==> config.mk <==
export PLATFORM = sky130hd
export DESIGN_NAME = key_scan_4x4
export DESIGN_NICKNAME = d
export VERILOG_FILES = /design/src/rtl/key_scan_pkg.sv /design/src/rtl/key_tick_gen.sv /design/src/rtl/key_scan_4x4.sv
export SDC_FILE = /design/constraint.sdc
export NUM_CORES = 1
export LEC_CHECK = 0
export ABC_AREA = 1
export CORE_MARGIN = 2
export CORE_UTILIZATION = 52
export CTS_CLUSTER_DIAMETER = 150
export DETAILED_ROUTE_END_ITERATION = 8
export PLACE_DENSITY = 0.78
export SLEW_MARGIN = 10
export SYNTH_ARGS = -nofsm -noshare
export SYNTH_HDL_FRONTEND = slang
export SYNTH_HIERARCHICAL = 1
export SYNTH_SLANG_ARGS = --single-unit
export TNS_END_PERCENT = 100
==> constraint.sdc <==
create_clock -name sys_clk -period 2 [get_ports sys_clk]
set_input_delay 0.4 -clock sys_clk [delete_from_list [all_inputs] [get_ports sys_clk]]
set_output_delay 0.4 -clock sys_clk [all_outputs]
set_load 0.01 [all_outputs]
==> src/rtl/key_scan_pkg.sv <==
// key_scan_pkg: shared states, idle patterns and encoders for the keypad scanner
package key_scan_pkg;
  typedef enum logic [1:0] {SCAN, DEBOUNCE, HOLD, RELEASE} state_t;
  localparam logic [3:0] COL_INIT = 4'b1110;
  localparam logic [3:0] ROW_IDLE = 4'b1111;
  function automatic logic [1:0] enc4(input logic [3:0] v);
    return v[0] ? 2'd0 : v[1] ? 2'd1 : v[2] ? 2'd2 : 2'd3;
  endfunction
  function automatic logic one_low(input logic [3:0] r);
    logic [3:0] x;
    x = ~r;
    return (x != 4'd0) && ((x & (x - 4'd1)) == 4'd0);
  endfunction
endpackage

==> src/rtl/key_tick_gen.sv <==
// key_tick_gen: free-running counter producing a one-cycle scan tick every CNT_MAX+1 clocks
module key_tick_gen #(
  parameter logic [15:0] CNT_MAX = 16'd49999
) (
  input  logic sys_clk,
  input  logic sys_rst,
  output logic tick
);
  logic [15:0] cnt_1ms;
  assign tick = cnt_1ms == CNT_MAX;
  always_ff @(posedge sys_clk)
    if (sys_rst) cnt_1ms <= 16'd0;
    else cnt_1ms <= tick ? 16'd0 : cnt_1ms + 16'd1;
endmodule

==> src/rtl/key_scan_4x4.sv <==
// key_scan_4x4: 4x4 active-low keypad scanner with debounced press code, valid pulse and held flag
module key_scan_4x4
  import key_scan_pkg::*;
#(
  parameter logic [15:0] CNT_MAX = 16'd49999,
  parameter logic [4:0]  DEB_CNT = 5'd20
) (
  input  logic       sys_clk,
  input  logic       sys_rst,
  input  logic [3:0] row_in,
  output logic [3:0] col_out,
  output logic [3:0] key_code,
  output logic       key_valid,
  output logic       key_held
);
  state_t     state, state_n;
  logic       tick;
  logic [3:0] row_m, row_s, row_lat, row_lat_n, col_n, code_n;
  logic [1:0] col_idx, col_idx_n;
  logic [4:0] deb, deb_n, deb_inc;
  logic       valid_n, held_n;
  logic [3:0] col_rot;
  key_tick_gen #(.CNT_MAX(CNT_MAX)) u_tick (.sys_clk(sys_clk), .sys_rst(sys_rst), .tick(tick));
  assign col_rot = {col_out[2:0], col_out[3]};
  assign deb_inc = (deb == DEB_CNT) ? deb : deb + 5'd1;
  always_comb begin
    state_n   = state;
    row_lat_n = row_lat;
    col_idx_n = col_idx;
    deb_n     = deb;
    col_n     = col_out;
    code_n    = key_code;
    held_n    = key_held;
    valid_n   = 1'b0;
    if (tick)
      case (state)
        SCAN:
          if (one_low(row_s)) begin
            row_lat_n = row_s;
            col_idx_n = enc4(~col_out);
            deb_n     = 5'd1;
            state_n   = DEBOUNCE;
          end else col_n = col_rot;
        DEBOUNCE:
          if (row_s == row_lat) begin
            deb_n = deb_inc;
            if (deb_inc == DEB_CNT) begin
              code_n  = {enc4(~row_lat), col_idx};
              valid_n = 1'b1;
              held_n  = 1'b1;
              state_n = HOLD;
            end
          end else begin
            deb_n   = 5'd0;
            state_n = SCAN;
            col_n   = col_rot;
          end
        HOLD:
          if (row_s == ROW_IDLE) begin
            deb_n   = 5'd1;
            state_n = RELEASE;
          end
        RELEASE:
          if (row_s == ROW_IDLE) begin
            deb_n = deb_inc;
            if (deb_inc == DEB_CNT) begin
              held_n  = 1'b0;
              state_n = SCAN;
              col_n   = col_rot;
            end
          end else begin
            deb_n   = 5'd0;
            state_n = HOLD;
          end
        default: state_n = SCAN;
      endcase
  end
  always_ff @(posedge sys_clk)
    if (sys_rst) begin
      state     <= SCAN;
      row_m     <= ROW_IDLE;
      row_s     <= ROW_IDLE;
      row_lat   <= ROW_IDLE;
      col_idx   <= 2'd0;
      deb       <= 5'd0;
      col_out   <= COL_INIT;
      key_code  <= 4'd0;
      key_valid <= 1'b0;
      key_held  <= 1'b0;
    end else begin
      state     <= state_n;
      row_m     <= row_in;
      row_s     <= row_m;
      row_lat   <= row_lat_n;
      col_idx   <= col_idx_n;
      deb       <= deb_n;
      col_out   <= col_n;
      key_code  <= code_n;
      key_valid <= valid_n;
      key_held  <= held_n;
    end
endmodule

After elaboration in Yosys (flattened, before gate mapping)
Index checks and enable logic that the tools add are counted.
{"block": "op_classes", "n_addsub": 3, "eq_ne": 18, "mux": 30, "n_bitwise": 7, "reduce_logical": 14}
{"operator": "2-to-1 mux 5 bit", "n": 5}
{"operator": "2-to-1 mux 2 bit", "n": 10}
{"operator": "case mux 5 bit (4 select lines)", "n": 1}
{"operator": "adder 16 x 1 -> 16 bit (second input constant)", "n": 1}
{"operator": "equality test 16 bit (second input constant)", "n": 1}
{"operator": "2-to-1 mux 4 bit", "n": 4}
{"operator": "!= test 2 bit (second input constant)", "n": 8}
{"operator": "case mux 4 bit (3 select lines)", "n": 1}
{"operator": "AND reduction 6 bit", "n": 2}
{"operator": "equality test 5 bit (second input constant)", "n": 2}
{"operator": "case mux 2 bit (4 select lines)", "n": 1}
{"operator": "2-to-1 mux 1 bit", "n": 7}
{"operator": "!= test 3 bit (second input constant)", "n": 2}
{"operator": "inverter 3 bit", "n": 2}
{"operator": "AND reduction 3 bit", "n": 2}
{"operator": "adder 5 x 1 -> 5 bit (second input constant)", "n": 1}
{"operator": "AND reduction 5 bit", "n": 1}
{"operator": "bitwise AND 4 bit", "n": 1}
{"operator": "equality test 2 bit (second input constant)", "n": 2}
{"operator": "equality test 4 bit", "n": 1}
{"operator": "equality test 4 bit (second input constant)", "n": 1}
{"operator": "zero test 4 bit", "n": 1}
{"operator": "inverter 4 bit", "n": 1}
{"operator": "AND reduction 4 bit", "n": 1}
{"operator": "11 further kinds", "n": 13}
{"block": "word_totals", "reg_bits": 47}

Logic depth before layout (Yosys ltp)
Gate-level depths: netlist of the first run.
{"block": "logic_depth", "word_depth": 7, "ltp_mapped": 13, "mapped_depth_nobuf": 13}

By module
Netlist of the first run, hierarchy kept.
{"mod": "key_scan_4x4", "instances": 1, "cells_per_inst": 198, "area_each_um2": 1443.9, "seq_area_each_um2": 620.6}
{"mod": "key_tick_gen", "instances": 1, "cells_per_inst": 127, "area_each_um2": 830.8, "seq_area_each_um2": 320.3}

Worst setup path before layout of the first run
OpenSTA, ideal clock, no wires.
{"block": "synth_path", "path_kind": "register to register", "start": "register u_tick.cnt_1ms[0]", "end": "register col_out[1]", "t_arrival_ps": 1733, "setup_slack_ps": 134, "stages_incl_launch_ff": 10, "path_buffers": 0, "synth_period_minus_slack_ps": 1866, "path_cell_list": "dfxtp_1 > ha_1 > nand3_1 > or2_2 > nor2_1 > nand4_1 > nand2_2 > nand2_2 > nand2_1 > nand3_1"}
{"block": "synth_via", "elab_chain_cells": 2}
{"item": "start: declaration", "line": "key_tick_gen.sv:9", "text": "logic [15:0] cnt_1ms;"}
{"item": "start signal: assignment", "line": "key_tick_gen.sv:13", "text": "else cnt_1ms <= tick ? 16'd0 : cnt_1ms + 16'd1;"}
{"item": "equality test 16 bit", "line": "key_tick_gen.sv:10", "text": "assign tick = cnt_1ms == CNT_MAX;"}
{"item": "via tick", "line": "key_scan_4x4.sv:17", "text": "logic tick;"}
{"item": "AND reduction 6 bit (no source line)"}
{"item": "end signal: assignment", "line": "key_scan_4x4.sv:97", "text": "col_out <= col_n;"}
{"item": "end: declaration", "line": "key_scan_4x4.sv:11", "text": "output logic [3:0] col_out,"}
The timed path passes the listed nets, and every way through them passes these cells.
A chain may end at the register's enable or synchronous reset.

Worst setup path after layout of the first run
Ends and elaborated chain as after synthesis.

==> flow_summary.ini, run 1 <==
[clock_tree]
cts.htree.levels = 2
clock_sinks = 47
cts-root-to-sink-buffers = 2
post_cts_buffers = 0
cts_tree = yes
clock_insertion_delay_worst_skew_ns = 0.31
cts-root-buf = sky130_fd_sc_hd__clkbuf_8
cts_made_buffers = 5
path_clk_slew_ns = 0.09

[sta]
rsz0062_at_grt = no
max_freq_ghz = 0.549
postLayoutSetupSlackWorst_ns = 0.177
fin_crit_ns = 1.82
final-hold-violation-count = 0
final_clock_skew_ns = 0.00784
final-setup-viol-count = 0
slew_headroom_pct = 68.8
final.period_utilization_pct = 91.1
totalNegativeSetupSlack_ns = 0
transition_time_of_the_tightest_slew_check_pin_ns = 0.467
timing_max_transition_violations_final = 0
holdWs_ns = 0.416

[placement]
gpl.final_weighted_congestion = 0.867
detailedPlacementHpwl_mm = 3.17
buffer_ports.inserted = 15
dpl-instance-area_mm2 = 0.00249
place_ws_ns = 0.157

[yosys]
post_synth_main_area_contributors = sky130_fd_sc_hd__dfxtp_1 41%, sky130_fd_sc_hd__nand2_1 13%, sky130_fd_sc_hd__nor2_1 7.3%, sky130_fd_sc_hd__nand3_1 5.9%, sky130_fd_sc_hd__inv_1 5.4%
synth_cell_types = 31
synth-edff-count = 0
post-synth-top-area-fraction_pct = 41.4
ys.flop_type = sky130_fd_sc_hd__dfxtp_1
asyncSetResetFlopFracSynth_pct = 0
synthesis.instances = 325
synthMostInstantiatedCell = sky130_fd_sc_hd__nand2_1
synthesis.area_per_instance_um2 = 7.00
synthTopCellsByCount = 76 x sky130_fd_sc_hd__nand2_1, 47 x sky130_fd_sc_hd__dfxtp_1, 44 x sky130_fd_sc_hd__nor2_1
yosysWarningCount = 6
syn_area_mm2 = 0.00227
ys_ff_latch = 47
synth.net_count = 334
yosysTopAreaCell = sky130_fd_sc_hd__dfxtp_1
yosysSeqAreaShare_pct = 41.4

[finish]
nFillCells = 398
fin_area_mm2 = 0.00261
flow.area_growth_from_synthesis_pct = 14.9
finalNetCount = 356
diodes = 0
drive_above_1_share_pct = 15.2

[global_routing]
antenna_found_initial = 0
met3_usage_pct = 4.76
grt_first_pass_wirelength_mm = 7.36
groute.usage.overall_pct = 18.5
grt_util_met2_pct = 31.1
global_route.usage.met1_pct = 22.3
grt_max_degree = 17
top_usage_layer = met2
grt.overflow.total = 0
first_global_vias = 1776

[routing]
detailroute.via_count = 1987
drt_wl_total_mm = 4.18
drtAntennaViolNets = 0
first_iter_violations = 65
remaining_drc_errors = 0
wire_per_inst_um = 10.4
route.detailed.vias_per_inst = 4.97
drt_pre_antenna_iters = 6

[setup_path]
crit_start = u_tick/cnt_1ms[0]$_SDFF_PP0_
path_max_fanout = 7
cp-start-kind = register
crit_path_end_kind = register
arrival_ns = 2.00
crit-reg2reg-launch = u_tick/cnt_1ms[0]$_SDFF_PP0_
crit_type = register to register
cp.required_ns = 2.18

[hold_path]
worstHoldStart = row_m[3]$_SDFF_PP1_
hp-class = register to register

[floorplan]
fp.coreArea_mm2 = 0.00429
dieWidth_um = 70.1
die_height_um = 70.1
placement_rows = 24
start_util_pct = 53.0
boundaryPins = 16
design.die.area_mm2 = 0.00492

[pwr]
leakage_nw = 1.08
largest_voltage_drop_on_the_vdd_net_v = 0.000458
pwr_density_cell_mw_per_mm2 = 665

[run]
max-cap-violations = 0

[status]
run_status = finished, final reports clean
kinds of logic after synthesis:
family / after synthesis / share of synthesized area [%]
simple gates: 188 / 38.3
flops: 47 / 41.4
buf+inv: 45 / 7.81
compound gates: 37 / 8.91
xor+xnor: 5 / 1.93
fa+ha+maj: 3 / 1.65
routing by layer:
layer | wire length, um | vias up | part of all wire (%)
li1 | - | 1077 | -
met1 | 2000 | 875 | 48
met2 | 1960 | 28 | 47
met3 | 143 | 7 | 3.4
met4 | 75 | 0 | 1.8
met5 | 0 | - | 0
worst paths after layout:
kind	end	slack [ns]	depth (start not counted)
max	col_out[1]$_SDFFE_PP1P_	0.18	10
min	row_s[3]$_SDFF_PP1_	0.42	1
max reg2reg	col_out[1]$_SDFFE_PP1P_	0.18	10
min reg2reg	row_s[3]$_SDFF_PP1_	0.42	1
cells in the final DEF (no fill, tap or decap), drive strengths merged:
master / instances
nand4: 9
clkinv: 3
a21oi: 19
buf: 3
xnor2: 2
nand3: 30
o21ai: 15
a31oi: 1
xor2: 3
nor2: 49
bufinv: 1
o21a: 1
dfxtp: 47
nand2: 85
inv: 40
nor3: 3
ha: 3
nand2b: 1
clkdlybuf4s50: 15
or2: 11
clkinvlp: 1
clkbuf: 5
o211ai: 1
final cells by class:
class | instances | area (um^2) | share of cell area, %
Inverter | 42 | 159 | 6.08
Clock buffer | 5 | 68.8 | 2.63
Timing Repair Buffer | 18 | 173 | 6.61
Sequential cell | 47 | 943 | 36.1
Clock inverter | 3 | 46.3 | 1.77
Multi-Input combinational cell | 233 | 1160 | 44.3
Tap cell | 52 | 65.1 | 2.49
worst max-delay path: stages (launching register included):
cell and delay (ns):
sky130_fd_sc_hd__dfxtp_2 0.36, sky130_fd_sc_hd__ha_2 0.19, sky130_fd_sc_hd__nand3_1 0.09, sky130_fd_sc_hd__or2_2 0.29
sky130_fd_sc_hd__nor2_1 0.10, sky130_fd_sc_hd__buf_4 0.14, sky130_fd_sc_hd__nand4_1 0.13, sky130_fd_sc_hd__nand2_2 0.17
sky130_fd_sc_hd__nand2_2 0.08, sky130_fd_sc_hd__nand2_1 0.06, sky130_fd_sc_hd__nand3_1 0.06
sequential cells by signal, summed over array words and instances (netlist names):
signal,count
u_tick/cnt_1ms,16
deb,5
col_out,4
key_code,4
row_lat,4
row_m,4
row_s,4
col_idx,2
state,2
key_held,1
key_valid,1
what timing repair did:
| item | 4_1_cts | 5_1_grt |
|---|---|---|
| resized for setup | 0 | 3 |
| hold buffers | 0 | 0 |
| setup endpoints to repair | 0 | 3 |
where the power goes:
part	switching (mW)	total (mW)	internal [mW]
combinational	0.0411	0.0707	0.0296
sequential	0.00955	0.958	0.948
clock	0.334	0.710	0.376
through the flow:
step	power, mW	utilization [%]	std cells
after CTS	1.76	60.8	400
final	1.74	60.9	400
after global routing	1.81	60.9	400
after global placement	1.05	58.1	392
after floorplan	1.03	-	325
after detailed placement	1.05	58.1	392
No activity file was read; power rests on OpenSTA's default activity.
==> run 2: changes to the inputs <==
--- a/config.mk
+++ b/config.mk
@@ -7,10 +7,10 @@
 export LEC_CHECK = 0
 export ABC_AREA = 1
 export CORE_MARGIN = 2
-export CORE_UTILIZATION = 52
+export CORE_UTILIZATION = 60
 export CTS_CLUSTER_DIAMETER = 150
 export DETAILED_ROUTE_END_ITERATION = 8
-export PLACE_DENSITY = 0.78
+export PLACE_DENSITY = 0.84
 export SLEW_MARGIN = 10
 export SYNTH_ARGS = -nofsm -noshare
 export SYNTH_HDL_FRONTEND = slang
==> constraint.sdc (replaced) <==
create_clock -name sys_clk -period 2.1 [get_ports sys_clk]
set_input_delay 0.42 -clock sys_clk [delete_from_list [all_inputs] [get_ports sys_clk]]
set_output_delay 0.42 -clock sys_clk [all_outputs]
set_load 0.01 [all_outputs]
==> run 2 against run 1 <==
Compared with the run above:
- wire length shrank 1.1%
- register-to-register slack got worse by 0.02 ns
- power decreased by 3.4%
- first-iteration DRC count rose by 120%
- die area fell by 13%
- non-clock buffer count is 1 lower
- setup slack worse by 0.023 ns
- sequential cell count unchanged
- final cell count down 1.3%
- global-route usage rose by 3.3 points
- clock-buffer cell count grew 1
- sequential share of layout area about the same
- critical path type unchanged
==> flow_summary.ini, run 2 (synthesis results as in run 1) <==
[finish]
fin_area_mm2 = 0.00261
finalNetCount = 355
largest_register_ff_count = 16
diodes = 0
nFillCells = 291
layout.cells.most_common_list = 76 x sky130_fd_sc_hd__nand2_1, 47 x sky130_fd_sc_hd__dfxtp_1, 43 x sky130_fd_sc_hd__nor2_1
multi_input_area_mm2 = 0.00116
register_area_um2 = 941
drive_above_1_share_pct = 14.4
mostFrequentLayoutCell = sky130_fd_sc_hd__nand2_1
flow.area_growth_from_synthesis_pct = 14.5
max_flop_register = u_tick/cnt_1ms
biggest_regs = u_tick/cnt_1ms (16), deb (5)

[setup_path]
crit_path_end_kind = register
reg2regPathDepth = 9
cp-start-kind = register
path_max_fanout = 7
max_stage_delay_ns = 0.38
cp.required_ns = 2.28
crit_path_cell_trace = ha_1 > nand3_1 > or2_2 > nor2_2 > nand4_1 > nand2_2 > nand2_2 > nand2_1 > nand3_1
arrival_ns = 2.12
critical-path-slowest-cell = sky130_fd_sc_hd__dfxtp_1
rrSetupSlack_ns = 0.15
crit_type = register to register

[global_routing]
grt.overflow.total = 0
grt_max_degree = 19
first_global_vias = 1732
antenna_found_initial = 0
grt_first_pass_wirelength_mm = 7.34
groute.usage.overall_pct = 21.8

[sta]
slew_headroom_pct = 72.1
timing_max_transition_violations_final = 0
final-hold-violation-count = 0
final.period_utilization_pct = 92.7
final-setup-viol-count = 0
rsz0062_at_grt = no
totalNegativeSetupSlack_ns = 0
transition_time_of_the_tightest_slew_check_pin_ns = 0.417
max_freq_ghz = 0.514
final_clock_skew_ns = 0.00655
fin_crit_ns = 1.95

[clock_tree]
cts_tree = yes
cts.htree.levels = 2
cts-root-to-sink-buffers = 2
cts-root-buf = sky130_fd_sc_hd__clkbuf_8
path_clk_slew_ns = 0.09
post_cts_buffers = 0
clock_insertion_delay_worst_skew_ns = 0.30
cts_made_buffers = 5
clock_sinks = 47

[floorplan]
start_util_pct = 62.1
design.die.area_mm2 = 0.00430
placement_rows = 22
dieWidth_um = 65.6
fp.coreArea_mm2 = 0.00366
boundaryPins = 16
die_height_um = 65.6

[pwr]
register_share_of_total_power_pct = 54.3
leakage_nw = 1.08
clock_power_share_pct = 41.8
netSwitchingFraction_pct = 21.3
power.net_switching_mw = 0.358
pwr_density_cell_mw_per_mm2 = 645
power.internal_mw = 1.32
combPwrFrac_pct = 4.0
largest_voltage_drop_on_the_vdd_net_v = 0.000548

[routing]
route.detailed.vias_per_inst = 5.02
drtAntennaViolNets = 0
drt_wl_total_mm = 4.13
drt_pre_antenna_iters = 4
first_iter_violations = 143
remaining_drc_errors = 0
detailroute.via_count = 1981
wire_per_inst_um = 10.5

[placement]
detailedPlacementHpwl_mm = 3.05
gpl.final_weighted_congestion = 0.862
dpl-instance-area_mm2 = 0.00248
buffer_ports.inserted = 15

[hold_path]
hp-class = register to register
hold_depth = 1

[run]
max-cap-violations = 0

[status]
run_status = finished, final reports clean
[run 2: worst max-delay path: cells and delay by family, from the launching register on]
family	cells	cell delay [ns]
adders and majority gates	1	0.20
DFF	1	0.38
and+or+nand+nor	8	1.24
[run 2: final cells by class]
class | count | area share (%)
multi-input combinational | 233 | 44.5
sequential | 47 | 36.1
timing repair buffer | 17 | 6.34
inverter | 42 | 6.10
clock buffer | 6 | 3.17
tap | 48 | 2.31
clock inverter | 2 | 1.49
[run 2: worst paths after layout]
| kind | start | to |
|---|---|---|
| max reg2reg | u_tick/cnt_1ms[0]$_SDFF_PP0_ | col_out[1]$_SDFFE_PP1P_ |
| min | row_m[1]$_SDFF_PP1_ | row_s[1]$_SDFF_PP1_ |
| max | u_tick/cnt_1ms[0]$_SDFF_PP0_ | col_out[1]$_SDFFE_PP1P_ |
| min reg2reg | row_m[1]$_SDFF_PP1_ | row_s[1]$_SDFF_PP1_ |
[run 2: metrics by stage]
step                      instances  util [%]  hold slack, ns  power, mW  setup slack (ns)
final                           395      71.2           0.418       1.68             0.154
after global routing            395      71.2           0.428       1.74            0.0208
after CTS                       395      71.1           0.420       1.70            0.0425
after detailed placement        387      67.8           0.400      0.998            0.0434
after global placement          387      67.8           0.392      0.997             0.158
after floorplan                 325         -           0.389      0.978             0.234
[run 2: layer usage]
| metal | track usage [%] | wire length (um) |
|---|---|---|
| met5 | 0 | 0 |
| met4 | 8.59 | 74 |
| met3 | 5.14 | 110 |
| met2 | 36.6 | 1950 |
| met1 | 27.1 | 1990 |
[run 2: repair_timing]
| action | CTS | global route |
|---|---|---|
| resized for setup | 0 | 1 |
| endpoints found under the setup margin | 0 | 15 |
| hold buffers | 0 | 0 |
[run 2: power groups by stage]
stage | registers, mW | clock network, mW | logic (mW)
floorplan | 0.930 | 0 | 0.0480
global placement | 0.931 | 0 | 0.0653
detailed placement | 0.932 | 0 | 0.0664
CTS | 0.911 | 0.721 | 0.0670
global route | 0.913 | 0.755 | 0.0745
finish | 0.911 | 0.701 | 0.0669
